### config.mk
export PLATFORM = sky130hd
export DESIGN_NAME = cpu_pipeline_buffer
export DESIGN_NICKNAME = d
export VERILOG_FILES = /design/src/rtl/CPU_Types.sv /design/src/rtl/cpu_buffer_ptr.sv /design/src/rtl/cpu_pipeline_buffer.sv
export SDC_FILE = /design/constraint.sdc
export NUM_CORES = 1
export LEC_CHECK = 0
export CAP_MARGIN = 30
export CORE_ASPECT_RATIO = 0.9
export CORE_MARGIN = 2
export CORE_UTILIZATION = 55
export CTS_BUF_LIST = sky130_fd_sc_hd__clkbuf_8
export DETAILED_ROUTE_END_ITERATION = 6
export PLACE_DENSITY = 0.87
export SLEW_MARGIN = 10
export SYNTH_ARGS = -nofsm -noshare
export SYNTH_HDL_FRONTEND = slang
export SYNTH_SLANG_ARGS = --single-unit
### constraint.sdc
create_clock -name i_clock -period 4.04 [get_ports i_clock]
set_input_delay 0.808 -clock i_clock [delete_from_list [all_inputs] [get_ports i_clock]]
set_output_delay 0.808 -clock i_clock [all_outputs]
set_load 0.02 [all_outputs]
### src/rtl/CPU_Types.sv
// Shared CPU constants for the inter-stage pipeline buffers.
package CPU_Types;

    localparam int unsigned BUF_DEPTH_FETCH  = 2;
    localparam int unsigned BUF_DEPTH_DECODE = 2;

    // Bits needed to hold an occupancy value in the range 0..depth inclusive.
    function automatic int unsigned clog2p1(input int unsigned depth);
        return $clog2(depth + 1);
    endfunction

endpackage

### src/rtl/cpu_buffer_ptr.sv
// Modulo-DEPTH pointer with synchronous clear; wraps explicitly at DEPTH-1.
module cpu_buffer_ptr #(
    parameter int unsigned DEPTH = 2,
    parameter int unsigned PW    = (DEPTH > 1) ? $clog2(DEPTH) : 1
) (
    input  logic          i_clock,
    input  logic          i_reset,
    input  logic          i_inc,
    input  logic          i_clear,
    output logic [PW-1:0] o_ptr
);

    always_ff @(posedge i_clock or negedge i_reset) begin
        if (!i_reset) begin
            o_ptr <= '0;
        end else if (i_clear) begin
            o_ptr <= '0;
        end else if (i_inc) begin
            if (o_ptr == PW'(DEPTH - 1)) begin
                o_ptr <= '0;
            end else begin
                o_ptr <= o_ptr + PW'(1);
            end
        end
    end

endmodule

### src/rtl/cpu_pipeline_buffer.sv
// Elastic valid/ready buffer between CPU pipeline stages with flush,
// occupancy count, almost-full flag and optional fall-through when empty.
module cpu_pipeline_buffer
    import CPU_Types::*;
#(
    parameter int unsigned DW          = 32,
    parameter int unsigned DEPTH       = 2,
    parameter int unsigned FALLTHROUGH = 0,
    parameter int unsigned AF_MARGIN   = 1
) (
    input  logic                        i_clock,
    input  logic                        i_reset,
    input  logic                        i_flush,
    input  logic                        i_valid,
    output logic                        o_ready,
    input  logic [DW-1:0]               i_data,
    output logic                        o_valid,
    input  logic                        i_ready,
    output logic [DW-1:0]               o_data,
    output logic [clog2p1(DEPTH)-1:0]   o_count,
    output logic                        o_almost_full
);

    localparam int unsigned CW    = clog2p1(DEPTH);
    localparam int unsigned PW    = (DEPTH > 1) ? $clog2(DEPTH) : 1;
    localparam int unsigned AF_TH = DEPTH - AF_MARGIN;

    if (DW < 1) begin : g_bad_dw
        $error("cpu_pipeline_buffer: DW must be at least 1");
    end
    if (DEPTH < 1) begin : g_bad_depth
        $error("cpu_pipeline_buffer: DEPTH must be at least 1");
    end
    if (AF_MARGIN >= DEPTH) begin : g_bad_margin
        $error("cpu_pipeline_buffer: AF_MARGIN must be below DEPTH");
    end

    logic [DW-1:0] mem [DEPTH];
    logic [PW-1:0] wr_ptr;
    logic [PW-1:0] rd_ptr;
    logic [CW-1:0] count;
    logic          empty;
    logic          full;
    logic          bypass;
    logic          push;
    logic          pop;
    logic          store;
    logic          drain;

    assign empty  = (count == '0);
    assign full   = (count == CW'(DEPTH));
    // Bypass is gated by reset so outputs hold their reset values while in reset.
    assign bypass = (FALLTHROUGH != 0) && empty && i_reset;

    // o_ready depends only on registered count, never on i_ready.
    assign o_ready = ~full & ~i_flush;
    assign o_valid = (bypass ? i_valid : ~empty) & ~i_flush;
    assign o_data  = bypass ? i_data : mem[rd_ptr];

    assign push  = i_valid & o_ready;
    assign pop   = o_valid & i_ready;
    // A bypassed word consumed in the same cycle never touches storage.
    assign store = push & ~(bypass & pop);
    assign drain = pop & ~bypass;

    assign o_count = count;

    if (AF_TH == 0) begin : g_af_always
        assign o_almost_full = 1'b1;
    end else begin : g_af_cmp
        assign o_almost_full = (count >= CW'(AF_TH));
    end

    cpu_buffer_ptr #(.DEPTH(DEPTH), .PW(PW)) u_wr_ptr (
        .i_clock (i_clock),
        .i_reset (i_reset),
        .i_inc   (store),
        .i_clear (i_flush),
        .o_ptr   (wr_ptr)
    );

    cpu_buffer_ptr #(.DEPTH(DEPTH), .PW(PW)) u_rd_ptr (
        .i_clock (i_clock),
        .i_reset (i_reset),
        .i_inc   (drain),
        .i_clear (i_flush),
        .o_ptr   (rd_ptr)
    );

    always_ff @(posedge i_clock or negedge i_reset) begin
        if (!i_reset) begin
            count <= '0;
        end else if (i_flush) begin
            count <= '0;
        end else if (store && !drain) begin
            count <= count + CW'(1);
        end else if (drain && !store) begin
            count <= count - CW'(1);
        end
    end

    always_ff @(posedge i_clock or negedge i_reset) begin
        if (!i_reset) begin
            for (int i = 0; i < int'(DEPTH); i++) begin
                mem[i] <= '0;
            end
        end else if (store) begin
            mem[wr_ptr] <= i_data;
        end
    end

endmodule

==> metrics list, run 1 <==
* Utilization after layout: 75.0%
* Aggregate negative setup slack: 0 ns
- Syn_nets: 240
* Die extent in x: 82.8 um
- Clock tree from TritonCTS: built
- NumNets Final: 315
- The routed design has 5630 um of wire.
- Area of the core: 0.00532 mm2
* Number of gates resized after CTS: 0
* List of cells traversed by the critical path: buf_4, mux2_2, clkdlybuf4s50_1
* Biggest area contributors in the synthesized netlist: dfrtp_1 (55%), mux2_2 (34%), buf_6 (2.6%), mux2_1 (2.2%), ha_1 (1.2%)
- Post-Syn Area per Cell: 15.4 um2
- The critical path contains buffers and inverters numbering 2 combined.
- For the final database, setup skew stands at 0.00512 ns.
* Half-perimeter wire length after placement: 3700 um
* Via count of the first global-routing pass: 1,913
- The library cell used most frequently in the layout, excluding fill and tap cells, is mux2_2.
- Top library cells by usage in the layout, fill and taps aside: mux2_2 (92), clkdlybuf4s50_1 (72), dfrtp_1 (68), clkbuf_8 (9), inv_1 (8)
* Crit-path slowest cell: clkdlybuf4s50_1
- The pre-antenna-repair detailed-routing pass consisted of 3 iterations.
- The number of placed instances, taps included, is 331.
- Count of nets left with antenna violations after detail routing: 0
* FMAX: 0.333 GHz
- Remaining global-route overflow: 0
* Area Growth Syn to Fin: 29.6%
* Number of buffers added by the clock tree synthesis step: 9
- The synthesized design spends more area on one cell type than any other, namely dfrtp_1.
* Routed length per instance: 16.2 um
- Measured against its own limit, the worst slew margin works out to 57.2%.
* Sinks on the clock net: 68
- For the worst-skew pair, the clock arrives at the later sink with an insertion delay of 0.33 ns.
- Largest net degree at the start of global routing: 53
* Share of the yosys chip area belonging to registers: 55.3%
* Path type of the worst setup path: reg -> out
- The cell count after synthesis came out at 200.
* Starting density of the core: 57.8%
- Cell Rows: 25
- Shortest clock period the worst path allows after layout: 3.00 ns
- Distinct cell type count of the synthesized netlist: 16
- Gate family responsible for the most delay along the worst path: buffers and inverters
- In this run the power density over the cells is 822 mW/mm2.
- For this run, the number of Yosys warnings is 0.
* Die Span Y: 74.9 um
- Static leakage: 0.00167 uW
- Arrival time worst endpoint: 2.20 ns
- The tree is rooted in a clkbuf_8.
- Wire length of the first global-routing pass: 9360 um
- VDD sags by at most 0.548 mV.
- Final GP Congestion: 0.694
- Post-route fraction of the period consumed by the critical path: 74.3%
- The post-route netlist has 39.3% of its cells at a drive strength greater than 1.
- The top cell type by area accounts for 55.3% of the synthesized area.
* Final-report hold violation count: 0
- Clock Tree Buf Depth: 2
* Number of DRC markers in iteration 0: 32
* Unrepaired setup endpoints after global routing: no
- The tool flagged a number of max-cap violations equal to 0.
- Finished Layout Cells: 347
* Vias: 1,810
- 74 I/O pins were placed.
- Final setup viols: 0
* Number of antenna violations at the first check in global routing: 0
* Status: complete, no violations
- The worst setup path is captured at an output port.
- The floorplan step defined a die boundary enclosing 0.00621 mm2.
- Buffers inserted during post-CTS setup optimization: 0
- For this run, the total global-route usage over all layers was measured as 19.8%.
* CP startpoint kind: flop
* Number of remaining DRC errors: 0
- Maximum level of the CTS H-tree: 3
- Input and output buffers added on the ports amount to 73.
* Via density: 5.22
* Flip-flop and latch count after synthesis: 68
- STA puts the critical path data required time at 3.23 ns.
- The tightest min-delay check is of the in -> async type.
- At the pin with the least slew margin, the transition time is 0.641 ns.
- The mapped netlist covers 0.00308 mm2.
- Along the worst path, the maximum fanout reaches 28.
- Slew Viols, Final: 0
- Clock transition at the register clock pins on the worst setup and hold paths after CTS: 0.06 ns
* Diode count: 0
- CTS hold repair buffers: 0
* Delay of the slowest cell on the worst path: 0.57 ns
## through the flow
step	hold slack, ns	instance area (um2)	power [uW]	setup slack [ns]
after global routing	0.390	3990	3470	0.931
final	0.384	3990	3280	1.04
after CTS	0.380	3990	3320	1.00
after detailed placement	0.474	3810	2800	1.06
after global placement	0.462	3810	2740	1.07
after floorplan	0.452	3080	2160	1.96
## cell type report
type / instances / area (um2)
Tap cell: 67 / 83.8
Multi-Input combinational cell: 116 / 1260
Clock buffer: 9 / 124
Fill cell: 377 / 1330
Timing Repair Buffer: 77 / 756
Sequential cell: 68 / 1700
Clock inverter: 7 / 53.8
Inverter: 3 / 11.3
## power by group
part           internal, uW  switching [uW]  total (uW)
combinational           913             685        1600
sequential             1010             163        1180
clock                   273             229         502
total                  2200            1080        3280
## cell usage after synthesis (all sizes together)
master / instances
buf: 11
nor2: 5
nor4b: 1
dfrtp: 68
nor2b: 3
clkbuf: 2
mux2: 98
xnor2: 3
and3: 1
mux2i: 1
ha: 3
inv: 3
a22o: 1
## routing by layer
layer	up-vias	GRT usage, %	wire length [um]
met3	5	8.00	342
met4	0	6.19	41
met2	55	31.6	2680
met1	897	25.3	2570
met5	-	0	0
li1	853	-	-
## worst paths after layout
path / start / endpoint / slack (ns) / cells after the start
setup / recovery: u_rd_ptr.o_ptr / o_data[30] / 1.04 / 3
hold / removal: i_reset / mem[31] / 0.38 / 1
setup reg to reg: o_count[0] / mem[54] / 2.08 / 5
hold reg to reg: mem[6] / mem[6] / 0.49 / 1
max in group asynchronous: i_reset / mem[15] / 2.69 / 2
min in group i_clock: mem[6] / mem[6] / 0.49 / 1
## flip-flops by register name (all words and copies together) (netlist names)
name	flops
o_count	2
u_wr_ptr.o_ptr	1
u_rd_ptr.o_ptr	1
mem	64
## logic make-up (layout without fill, tap and decap cells)
family | Yosys count | in the layout | synth area share (%)
fa+ha+maj | 3 | 3 | 1.22
simple gates | 10 | 10 | 2.28
buf+inv | 16 | 96 | 3.82
compound gates | 1 | 1 | 0.285
xor+xnor | 3 | 3 | 0.855
mux | 99 | 99 | 36.2
flops | 68 | 68 | 55.3
No activity file was read; power rests on OpenSTA's default activity.
==> run 2: changes to the inputs <==
--- a/config.mk
+++ b/config.mk
@@ -8,10 +8,10 @@
 export CAP_MARGIN = 30
 export CORE_ASPECT_RATIO = 0.9
 export CORE_MARGIN = 2
-export CORE_UTILIZATION = 55
+export CORE_UTILIZATION = 51
 export CTS_BUF_LIST = sky130_fd_sc_hd__clkbuf_8
 export DETAILED_ROUTE_END_ITERATION = 6
-export PLACE_DENSITY = 0.87
+export PLACE_DENSITY = 0.82
 export SLEW_MARGIN = 10
 export SYNTH_ARGS = -nofsm -noshare
 export SYNTH_HDL_FRONTEND = slang
==> constraint.sdc (replaced) <==
create_clock -name i_clock -period 2.9 [get_ports i_clock]
set_input_delay 0.58 -clock i_clock [delete_from_list [all_inputs] [get_ports i_clock]]
set_output_delay 0.58 -clock i_clock [all_outputs]
set_load 0.02 [all_outputs]
==> run 2 against run 1 <==
- the run now ends with design-rule violations left
- first-iteration DRC count grew 97%
- critical path depth unchanged
- sequential power up 39%
- cell count increased by 1.4%
- hold slack worse by 0.31 ns
- largest power group unchanged
==> metrics list, run 2 (same netlist as run 1, synthesis figures left out) <==
- Status: finished, violations left
* Violations in the final reports: design-rule violations
* Count of nets left with antenna violations after detail routing: 0
- Clock transition at the register clock pins on the worst setup and hold paths after CTS: 0.07 ns
* Remaining global-route overflow: 0
- The min-delay analysis places its worst path in the category in -> async.
- OpenSTA, run right after detailed placement, puts the worst setup slack at 0.367 ns.
- Final-report hold violation count: 0
- Share of layout cells above drive strength 1: 41.1%
- Summing internal, switching and leakage power gives 4560 uW.
- Entering global routing, the biggest net connects 63 pins.
- Wire length of the first global-routing pass: 9680 um
- Summing all multi-input logic gate instances after layout gives 0.00126 mm2.
- For this block, the via count after detailed routing is 1,819.
* NumNets Final: 317
- Final GP Congestion: 0.683
* Area Growth Syn to Fin: 31.2%
- Top library cells by usage in the layout, fill and taps aside: mux2_2 (92), clkdlybuf4s50_1 (72), dfrtp_1 (68), clkbuf_8 (10), mux2_1 (6)
- The wire-length estimate of the detail-placed layout is 3780 um.
- In this run the register-to-register setup slack is 1.03 ns.
- Buffering stage count on the worst path with inverters included: 2
- Required time reported for the critical path endpoint: 2.32 ns
* Die Span Y: 77.7 um
* FMAX: 0.386 GHz
* Placed Instance Area: 0.00386 mm2
- The clock reaches the later pin of the worst-skew pair after 0.34 ns.
* Post-route fraction of the period consumed by the critical path: 89.4%
- Clock Tree Buf Depth: 2
* Via count of the first global-routing pass: 1,939
- Number of remaining DRC errors: 7
* Worst slew margin: 71.5%
* Cell Rows: 26
- Number of gates resized after CTS: 0
* Quantity of I/O buffers inserted on ports: 73
- Footprint of the flip-flops and latches: 0.00170 mm2
* Starting density of the core: 53.4%
- Dividing the detail-routed via count by the number of cells gives 5.17.
* Shortest clock period the worst path allows after layout: 2.59 ns
- Sinks on the clock net: 68
* Num ports: 74
- The floorplan step defined a die boundary enclosing 0.00667 mm2.
* Maximum fanout along the worst path: 8
* Pre-antenna DRT Iters: 7
- Final hold analysis gives a worst-case slack of 0.0741 ns.
- Post-CTS timing repair inserted 0 buffers for setup.
- Clock skew: 0.00722 ns
* Gate family responsible for the most delay along the worst path: buffers and inverters
- Area of the core: 0.00576 mm2
- STA classifies the critical path startpoint as a flop.
- Diode count: 0
- STA classifies the critical path endpoint as an output port.
* Most frequent standard cell in the layout excluding fill and tap cells: mux2_2
- Clock root buffer master: clkbuf_8
- Number of buffers added by the clock tree synthesis step: 9
- Setup repair after global routing left no endpoint under its margin.
* Max-capacitance violation count: 0
- For this block, the initial DRC count from the detailed router was 63.
- After routing the design area is 0.00403 mm2.
- VDD sags by at most 0.786 mV.
- Maximum level of the CTS H-tree: 3
* Power density relative to cell area: 1130 mW/mm2
* Slew Viols, Final: 0
- Summed over all layers, the routed wires come to 5710 um.
* Register containing the most flip-flops in the final layout: mem
- Final setup viols: 0
- Routed length per instance: 16.2 um
* Crit-path slowest cell: clkdlybuf4s50_1
- Traced cell by cell, the critical path runs through buf_4, mux2_2, clkdlybuf4s50_1.
- Delay of the slowest cell on the worst path: 0.56 ns
- In this run the static leakage power is 0.00168 uW.
- GR met2 Demand/Resource: 29.1%
- For this run, the total global-route usage over all layers was measured as 19.1%.
* Path type of the worst setup path: reg -> out
* Total of fill cells in the finished design: 416
- Number of flip-flops under the largest register name: 64
- Measured along the x axis, the die boundary spans 85.9 um.
* Clock tree from TritonCTS: built
- Met1 demand-to-capacity share in global routing: 25.2%
- Aggregate negative setup slack: 0 ns
* Transition time of the tightest slew-check pin: 0.427 ns
- Number of antenna violations at the first check in global routing: 0
* CTS hold repair buffers: 0
* GR Util met3: 8.30%
* Final Worst Setup Slack: 0.308 ns
* Busiest layer in global routing: met2
- At the worst endpoint, the arrival time is 2.01 ns.
run 2: cell types whose count changed in the layout (fill, tap and decap cells not counted), sizes merged:
cell      previous run  this run
bufinv               1         0
clkinv               1         4
clkbuf               9        10
clkinvlp             0         1
buf                  5         7
inv                  8         4
run 2: final timing paths:
path | start | end | cells after the start
hold / removal | i_reset | mem[42] | 1
setup reg to reg | o_count[0] | o_count[1] | 5
min in group i_clock | mem[42] | mem[42] | 1
max in group asynchronous | i_reset | mem[53] | 2
setup / recovery | u_rd_ptr.o_ptr | o_data[25] | 3
hold reg to reg | mem[42] | mem[42] | 1
run 2: layout make-up:
class / instances / area share (%)
Multi-Input combinational cell: 116 / 31.1
Tap cell: 70 / 2.17
Inverter: 3 / 0.279
Sequential cell: 68 / 42.2
Clock buffer: 10 / 3.41
Timing Repair Buffer: 79 / 20.0
Clock inverter: 6 / 0.775
run 2: metrics by stage:
stage / instances / util [%]
after CTS: 352 / 70.1
after detailed placement: 336 / 67.1
after global routing: 352 / 70.1
after floorplan: 200 / -
after global placement: 336 / 67.1
final: 352 / 70.1
run 2: worst reg2reg max path: stages, from the launching register on:
cell     delay, ns
dfrtp_1       0.41
inv_1         0.10
ha_1          0.28
nor2b_1       0.38
mux2_2        0.38
a22o_1        0.22
run 2: report_power, final:
group	switching, uW	internal (uW)	total (uW)
combinational	952	1300	2250
clock	340	324	664
sequential	233	1410	1640
total	1520	3030	4560
run 2: per-layer routing:
layer	wire [um]	part of all wire, %
met1	2710	47
met2	2600	46
met3	386	6.8
met4	16	0.28
met5	0	0
